[src/rtl/imem_pkg.sv]
// Shared definitions for the instruction-memory loader.
// Holds the loader state encoding, memory geometry constants, the latched
// input beat payload and the little-endian byte-lane select helper.
package imem_pkg;

   localparam int unsigned IMEM_DEPTH_BYTES = 60;
   localparam int unsigned BYTES_PER_WORD   = 4;

   typedef enum logic [1:0] {
      ST_IDLE   = 2'd0,
      ST_ACCEPT = 2'd1,
      ST_WRITE  = 2'd2,
      ST_DONE   = 2'd3
   } loader_state_e;

   // One accepted stream beat: instruction word plus end-of-image marker.
   typedef struct packed {
      logic [31:0] word;
      logic        last;
   } loader_beat_t;

   // Little-endian lane select: k=0 -> bits [7:0], k=3 -> bits [31:24].
   function automatic logic [7:0] byte_lane(input logic [31:0] word,
                                            input logic [1:0]  k);
      logic [7:0] b;
      case (k)
         2'd0:    b = word[7:0];
         2'd1:    b = word[15:8];
         2'd2:    b = word[23:16];
         default: b = word[31:24];
      endcase
      return b;
   endfunction

endpackage

[src/rtl/imem_loader.sv]
// imem_loader: streams 32-bit instruction words into a byte-wide memory
// write port, one byte per clock, little-endian (address A gets [7:0]).
//
// Ports:
//   clk, rst_n        clock, asynchronous active-low reset
//   start             pulse; begins a load at byte 0 (IDLE or DONE only)
//   in_valid/in_ready valid/ready handshake for in_word/in_last
//   in_word, in_last  instruction word and end-of-image marker
//   mem_we/mem_waddr/mem_wdata  registered byte write port
//   word_count        words fully written in the current load
//   load_done         held high in DONE until the next start
//   overflow          image ran past DEPTH_BYTES; held until next start
//   checksum          (only with IMEM_LOADER_CHECKSUM_EN) mod-2^32 sum of
//                     accepted words, cleared on start
//
// Optional feature macro: IMEM_LOADER_CHECKSUM_EN.
module imem_loader
   import imem_pkg::*;
#(
   parameter int unsigned DEPTH_BYTES = IMEM_DEPTH_BYTES,
   parameter int unsigned AW          = 32
) (
   input  logic          clk,
   input  logic          rst_n,
   input  logic          start,
   input  logic          in_valid,
   output logic          in_ready,
   input  logic [31:0]   in_word,
   input  logic          in_last,
   output logic          mem_we,
   output logic [AW-1:0] mem_waddr,
   output logic [7:0]    mem_wdata,
   output logic [7:0]    word_count,
   output logic          load_done,
   output logic          overflow
`ifdef IMEM_LOADER_CHECKSUM_EN
   ,
   output logic [31:0]   checksum
`endif
);

   loader_state_e state_q, state_d;
   logic [AW-1:0] ptr_q, ptr_d;
   logic [1:0]    k_q, k_d;
   loader_beat_t  beat_q, beat_d;
   logic          in_ready_q, in_ready_d;
   logic          mem_we_q, mem_we_d;
   logic [AW-1:0] mem_waddr_q, mem_waddr_d;
   logic [7:0]    mem_wdata_q, mem_wdata_d;
   logic [7:0]    word_count_q, word_count_d;
   logic          load_done_q, load_done_d;
   logic          overflow_q, overflow_d;
`ifdef IMEM_LOADER_CHECKSUM_EN
   logic [31:0]   csum_q, csum_d;
`endif

   // State and output registers.
   always_ff @(posedge clk or negedge rst_n) begin
      if (!rst_n) begin
         state_q      <= ST_IDLE;
         ptr_q        <= '0;
         k_q          <= 2'd0;
         beat_q       <= '0;
         in_ready_q   <= 1'b0;
         mem_we_q     <= 1'b0;
         mem_waddr_q  <= '0;
         mem_wdata_q  <= 8'd0;
         word_count_q <= 8'd0;
         load_done_q  <= 1'b0;
         overflow_q   <= 1'b0;
`ifdef IMEM_LOADER_CHECKSUM_EN
         csum_q       <= 32'd0;
`endif
      end else begin
         state_q      <= state_d;
         ptr_q        <= ptr_d;
         k_q          <= k_d;
         beat_q       <= beat_d;
         in_ready_q   <= in_ready_d;
         mem_we_q     <= mem_we_d;
         mem_waddr_q  <= mem_waddr_d;
         mem_wdata_q  <= mem_wdata_d;
         word_count_q <= word_count_d;
         load_done_q  <= load_done_d;
         overflow_q   <= overflow_d;
`ifdef IMEM_LOADER_CHECKSUM_EN
         csum_q       <= csum_d;
`endif
      end
   end

   // Next-state and next-output logic.
   // k_q is the lane to present next; k_q==0 in WRITE means lane 3 is
   // currently on the port, so this is the last write cycle of the word.
   always_comb begin
      state_d      = state_q;
      ptr_d        = ptr_q;
      k_d          = k_q;
      beat_d       = beat_q;
      in_ready_d   = 1'b0;
      mem_we_d     = 1'b0;
      mem_waddr_d  = mem_waddr_q;
      mem_wdata_d  = mem_wdata_q;
      word_count_d = word_count_q;
      load_done_d  = load_done_q;
      overflow_d   = overflow_q;
`ifdef IMEM_LOADER_CHECKSUM_EN
      csum_d       = csum_q;
`endif

      case (state_q)
         ST_IDLE: begin
            if (start) begin
               ptr_d        = '0;
               word_count_d = 8'd0;
`ifdef IMEM_LOADER_CHECKSUM_EN
               csum_d       = 32'd0;
`endif
               in_ready_d   = 1'b1;
               state_d      = ST_ACCEPT;
            end
         end

         ST_ACCEPT: begin
            if (in_valid && in_ready_q) begin
               beat_d.word = in_word;
               beat_d.last = in_last;
               mem_we_d    = 1'b1;
               mem_waddr_d = ptr_q;
               mem_wdata_d = byte_lane(in_word, 2'd0);
               ptr_d       = ptr_q + AW'(1);
               k_d         = 2'd1;
`ifdef IMEM_LOADER_CHECKSUM_EN
               csum_d      = csum_q + in_word;
`endif
               state_d     = ST_WRITE;
            end else begin
               in_ready_d  = 1'b1;
            end
         end

         ST_WRITE: begin
            if (k_q != 2'd0) begin
               mem_we_d    = 1'b1;
               mem_waddr_d = ptr_q;
               mem_wdata_d = byte_lane(beat_q.word, k_q);
               ptr_d       = ptr_q + AW'(1);
               k_d         = k_q + 2'd1;
            end else begin
               word_count_d = word_count_q + 8'd1;
               if (beat_q.last) begin
                  load_done_d = 1'b1;
                  state_d     = ST_DONE;
               end else if (ptr_q == AW'(DEPTH_BYTES)) begin
                  load_done_d = 1'b1;
                  overflow_d  = 1'b1;
                  state_d     = ST_DONE;
               end else begin
                  in_ready_d  = 1'b1;
                  state_d     = ST_ACCEPT;
               end
            end
         end

         ST_DONE: begin
            if (start) begin
               load_done_d  = 1'b0;
               overflow_d   = 1'b0;
               ptr_d        = '0;
               word_count_d = 8'd0;
`ifdef IMEM_LOADER_CHECKSUM_EN
               csum_d       = 32'd0;
`endif
               in_ready_d   = 1'b1;
               state_d      = ST_ACCEPT;
            end
         end

         default: begin
            state_d = ST_IDLE;
         end
      endcase
   end

   assign in_ready   = in_ready_q;
   assign mem_we     = mem_we_q;
   assign mem_waddr  = mem_waddr_q;
   assign mem_wdata  = mem_wdata_q;
   assign word_count = word_count_q;
   assign load_done  = load_done_q;
   assign overflow   = overflow_q;
`ifdef IMEM_LOADER_CHECKSUM_EN
   assign checksum   = csum_q;
`endif

endmodule

[config.mk]
export PLATFORM = sky130hd
export DESIGN_NAME = imem_loader
export DESIGN_NICKNAME = d
export VERILOG_FILES = /design/src/rtl/imem_pkg.sv /design/src/rtl/imem_loader.sv
export SDC_FILE = /design/constraint.sdc
export NUM_CORES = 1
export LEC_CHECK = 0
export ABC_AREA = 1
export CAP_MARGIN = 30
export CORE_MARGIN = 5
export CORE_UTILIZATION = 26
export DETAILED_ROUTE_END_ITERATION = 16
export SLEW_MARGIN = 10
export SYNTH_ARGS = -nofsm -noshare
export SYNTH_HDL_FRONTEND = slang
export SYNTH_SLANG_ARGS = --single-unit
export TNS_END_PERCENT = 30
[constraint.sdc]
create_clock -name clk -period 1.85 [get_ports clk]
set_input_delay 0.2775 -clock clk [delete_from_list [all_inputs] [get_ports clk]]
set_output_delay 0.2775 -clock clk [all_outputs]
set_load 0.05 [all_outputs]
==> After elaboration in Yosys (flattened, before gate mapping) <==
Cells that the tools add are included.
{ "word_totals": {"ff_bits": 121} }
{ "classes": {"mux": 40, "eq_ne": 14, "n_addsub": 3, "reduce_logical": 15} }
{ "op_table": {"columns": ["op", "count"], "rows": [
  ["two-way mux 32 bit", 5],
  ["one-hot mux 32 bit (3 select lines)", 1],
  ["one-hot mux 32 bit (2 select lines)", 1],
  ["adder 32 x 1 -> 32 bit, second input constant", 1],
  ["== test 32 x 6 -> 1 bit, second input constant", 1],
  ["two-way mux 8 bit", 4],
  ["one-hot mux 8 bit (2 select lines)", 2],
  ["one-hot mux 8 bit (3 select lines)", 1],
  ["two-way mux 2 bit", 7],
  ["two-way mux 1 bit", 13],
  ["!= test 2 bit, second input constant", 6],
  ["AND reduction 3 bit", 4],
  ["adder 8 x 1 -> 8 bit, second input constant", 1],
  ["nonzero test 2 bit", 4],
  ["== test 2 bit, second input constant", 3],
  ["one-hot mux 1 bit (2 select lines)", 3],
  ["one-hot mux 2 bit (3 select lines)", 1],
  ["AND reduction 5 bit", 1],
  ["== test 2 x 1 -> 1 bit, second input constant", 2],
  ["logical NOT 2 bit", 2],
  ["one-hot mux 2 bit (2 select lines)", 1],
  ["AND reduction 4 bit", 1],
  ["!= test 3 bit, second input constant", 1],
  ["one-hot mux 1 bit (3 select lines)", 1],
  ["other kinds (5)", 5]
]} }

==> Longest topological paths before layout <==
{ "logic_depth": {"ltp_word": 5, "mapped_depth": 13} }

==> Worst setup path before layout <==
No wires, ideal clock.
{ "synth_timing": {"kind": "register to register", "from": "reg state_q[0]", "to": "reg ptr_q[27]", "t_arrival_ns": 1.607, "setup_ns": 0.118, "n_path_buf": 1, "required_time_ns": 1.732, "path_slack_ns": 0.125, "period_less_slack_ns": 1.725, "path_stages_with_launch": 12, "path_cell_list": "dfrtp_1 -> inv_1 -> ha_1 -> nand2_4 -> inv_2 -> nor2_4 -> buf_6 -> nand2_1 -> nor2_1 -> nand2_1 -> nor2_1 -> nor2_2"} }
{ "synth_between": {"elab_chain_len": 4, "elab_cells_between_ends": 10, "classes_between": "6 x eq/ne; 1 x mux; 3 x reduce/logical"} }
{ "synth_rtl": {"columns": ["item", "line_no", "text"], "rows": [
  ["start, declared", "imem_loader.sv:42", "loader_state_e state_q, state_d;"],
  ["start signal, assigned", "imem_loader.sv:75", "state_q <= state_d;"],
  ["== test 2 bit / logical NOT 2 bit (equally long branches)", "imem_loader.sv:111", "case (state_q)"],
  ["OR reduction 2 bit (no source line)", null, null],
  ["!= test 2 x 1 -> 1 bit (no source line)", null, null],
  ["AND reduction 3 bit (no source line)", null, null],
  ["end signal, assigned", "imem_loader.sv:76", "ptr_q <= ptr_d;"],
  ["end, declared", "imem_loader.sv:43", "logic [AW-1:0] ptr_q, ptr_d;"]
]} }
Parallel ways exist; a longest one is shown, timed or not.
A chain may end at the register's enable or synchronous reset.

==> Final worst setup path <==
{ "layout_timing": {"from": "reg state_q[0]", "to": "reg ptr_q[25]"} }
Same word-level chain as after synthesis.

==> summary.txt <==
Worst setup path
  – Reg2reg end: ptr_q[25]$_DFFE_PN0P_
  – Reg2reg start: state_q[0]$_DFFE_PN0P_
  – Max Fanout on Critical Path: 7
  – R2R setup slack: 0.11 ns
  – CP Buf/Inv Count: 2
  – CP max stage cell: dfrtp_2
  – Element type at the critical path end: flip-flop
  – Worst-path cell chain: inv_2, ha_2, nand2_4, inv_2, nor2_4, nand2_4, nor2_4, nand2_1, nor2_1, nor2_2
  – Slowest stage delay, CP: ~0.44 ns
  – Setup crit start kind: flip-flop
  – Worst path top cell family by delay: simple AND/OR/NAND/NOR gates
  – WP data required: about 2.2 ns
  – Crit Path Class: flip-flop to flip-flop
  – WP data arrival: 2.05 ns
  – R2R cell count: 10

Yosys
  – Synth cell types: 38
  – EDFF count, synth: 0
  – Sequential area share after synthesis: 0.488
  – Main synth FF type: dfrtp_1
  – Cell Area, Synth: around 0.0062 mm2
  – Yosys warns: 0
  – Syn Nets: 783
  – Synthesized instance count: between 700 and 800
  – FF+latch count, synth: between 100 and 150
  – Async SR Flop Fraction: 1.00
  – Synthesized area per cell: around 8.4 um2

Timing
  – Final Hold Fails: 0
  – Final worst path period share: 0.941
  – Clock Skews: 0.00905 ns
  – Slew Limit Fails: 0
  – Min Clock Period, post-route: 1.74 ns
  – Endpoints failing setup: 0
  – Fmax: 574 MHz
  – Rel. slew slack: 0.665
  – Tightest Pin Transition: around 0.51 ns

Finish
  – Final core occ: 0.346
  – Layout Nets: 903
  – Fill cells: roughly 2400
  – P&R area growth vs syn: 31.1%
  – Share of layout cells above drive strength 1: 0.219
  – Antenna diodes: 0

Die
  – Num ports: 89
  – Std-Cell Rows: 56
  – Die area: approximately 0.027 mm2
  – DIE WIDTH: around 160 um
  – Initial Utilization: 0.264
  – Core area: between 0.02 and 0.025 mm2
  – Die H: 164 um

Global routing
  – Total grt overflow: 0
  – Vias in the first global route: 5153
  – GRT Total Usage: 0.126
  – Initial antenna violation count: 0
  – Largest net degree at the start of global routing: 57
  – GR met3 Demand/Resource: 0.0314
  – Global-route wire length before repair: 26900 um
  – Met2 GRT Util: 0.206
  – Met1 global-route usage: 0.166
  – Global route hottest layer: met2

Routing
  – DR iter-0 viols: between 200 and 300
  – WL/cell: ~14 um
  – Final antenna-violating net count: 0
  – Detailed Route WL: 16600 um
  – Vias/cell: approximately 4.4
  – Drt drc: 0
  – Via count: approximately 5200
  – 1st-pass router iterations: 4

Clock tree
  – Skew-Pair Late Insertion Delay: about 0.42 ns
  – Clock Path Buffers: 2
  – Clk slew on worst S/H paths: roughly 0.060 ns
  – CTS buffer count: 17
  – H-tree depth: 4
  – CTS Root Cell: clkbuf_16
  – CTS tree: built
  – CTS sink count: 121

Power
  – Net Sw Power: just under 0.005 W
  – Overall Power: ~0.012 W
  – Reg power frac: 0.307
  – Clock Power Share: 0.252
  – Pwr per Cell Area: 1480 mW/mm2
  – Switching share of power: 0.408
  – LEAKAGE: roughly 3.8 nW
  – Internal power: between 0.007 and 0.008 W
  – Comb pwr share: 0.442
  – Max VDD drop: slightly above 0.0009 V

Worst hold path
  – Tightest Hold Check Type: input pin to async pin

Run
  – Maximum capacitance violations: 0

Outcome
  – Status: finished, final reports clean

Place
  – DP HPWL: about 12000 um
  – Number of port buffers: between 80 and 90
  – Routability congestion estimate: 0.874
[cells in the final DEF (no fill, tap or decap), drive strengths merged, types with 27 or more instances in the layout]
master           n
buf             75
nor2            91
mux2            32
o21ai           66
clkdlybuf4s50   35
nand3           27
nand2          206
inv             74
a21oi           38
dfrtp          121
[layout make-up]
cell class              count  area [um2]  share of cell area
flip-flops and latches    121        3030               0.373
multi-input cells         519        2790               0.344
repair buffers            122        1080               0.133
clock buffers              19         443              0.0545
well taps                 319         399              0.0491
inverters                  74         283              0.0348
clock inverters            13         100              0.0123
[power groups by stage]
stage / Clock [W] / Sequential [W] / Combinational, W
5_1_grt: 0.00323 / 0.00378 / 0.00585
3_5_place_dp: 0 / 0.00374 / 0.00530
4_1_cts: 0.00311 / 0.00370 / 0.00526
2_1_floorplan: 0 / 0.00432 / 0.00284
3_3_place_gp: 0 / 0.00373 / 0.00524
6_report: 0.00304 / 0.00370 / 0.00533
[what timing repair did]
| item | 4_1_cts | 5_1_grt |
|---|---|---|
| setup endpoints to repair | 11 | 29 |
| hold buffers | 1 | 0 |
| hold endpoints to repair | 21 | 0 |
| buffers inserted | 0 | 3 |
| resized for setup | 11 | 11 |
| gates cloned | 0 | 0 |
| pin swaps | 0 | 4 |
[synth_stat cells, types with 4 or more instances]
cell         n  share of area
nand2_1    195           0.12
dfrtp_1    121           0.49
nor2_1      79          0.048
inv_1       63          0.038
o21ai_0     61          0.049
a21oi_1     38          0.031
mux2_2      32          0.058
nand3_1     23          0.019
buf_2       11         0.0089
ha_1        11          0.022
nand4_1     10          0.010
inv_2        9         0.0054
a2bb2oi_1    8          0.011
a31oi_1      8         0.0081
nor2_2       7         0.0071
nand2_2      6         0.0061
nor3_1       6         0.0048
nand2_4      5         0.0091
nor2_4       5         0.0091
buf_6        4         0.0073
nand3_2      4         0.0065
[sequential cells by signal, summed over array words and instances (netlist names)]
signal / cells
beat_q: 33
mem_waddr: 32
ptr_q: 32
mem_wdata: 8
word_count: 8
k_q: 2
state_q: 2
in_ready: 1
load_done: 1
mem_we: 1
overflow: 1
[metal layers]
metal  up-vias  share of wire
li1       2643              -
met1      2469           0.47
met2        81           0.48
met3        15          0.035
met4         0          0.012
met5         -              0
[worst reg2reg max path: stages (launching register included)]
cell and delay, ns:
dfrtp_2 0.44, inv_2 0.06, ha_2 0.28, nand2_4 0.08, inv_2 0.04, nor2_4 0.19, nand2_4 0.11, nor2_4 0.16
nand2_1 0.10, nor2_1 0.12, nor2_2 0.05
[worst max path at each step]
stage	startpoint	to	slack (ns)	depth (start not counted)
floorplan	state_q[0]$_DFFE_PN0P_	ptr_q[27]$_DFFE_PN0P_	0.12	11
global placement	in_valid	ptr_q[25]$_DFFE_PN0P_	-0.05	10
detailed placement	in_valid	ptr_q[5]$_DFFE_PN0P_	-0.08	9
CTS	state_q[0]$_DFFE_PN0P_	ptr_q[2]$_DFFE_PN0P_	0.03	9
global route	state_q[1]$_DFFE_PN0P_	ptr_q[21]$_DFFE_PN0P_	-0.02	11
finish	state_q[0]$_DFFE_PN0P_	ptr_q[25]$_DFFE_PN0P_	0.11	10
[cell families (layout without fill, tap and decap cells)]
group / count (synthesis) / after routing / synth area share
xor+xnor: 3 / 3 / 0.00424
flops: 121 / 121 / 0.488
fa+ha+maj: 11 / 11 / 0.0222
buf+inv: 95 / 228 / 0.0656
mux: 32 / 32 / 0.0581
compound gates: 122 / 122 / 0.109
simple gates: 351 / 351 / 0.253
[metrics by stage]
stage	cells	hold slack, ns	setup TNS (ns)	cell area, um2	worst slack, ns
2_1_floorplan	735	-0.0181	0	6200	0.125
3_3_place_gp	1151	0.209	-0.257	7540	-0.0491
3_5_place_dp	1151	0.211	-0.789	7540	-0.0832
4_1_cts	1184	0.299	0	8080	0.0349
5_1_grt	1187	0.338	-0.0177	8130	-0.0177
6_report	1187	0.305	0	8130	0.109
Power figures use the tool's default switching activity.
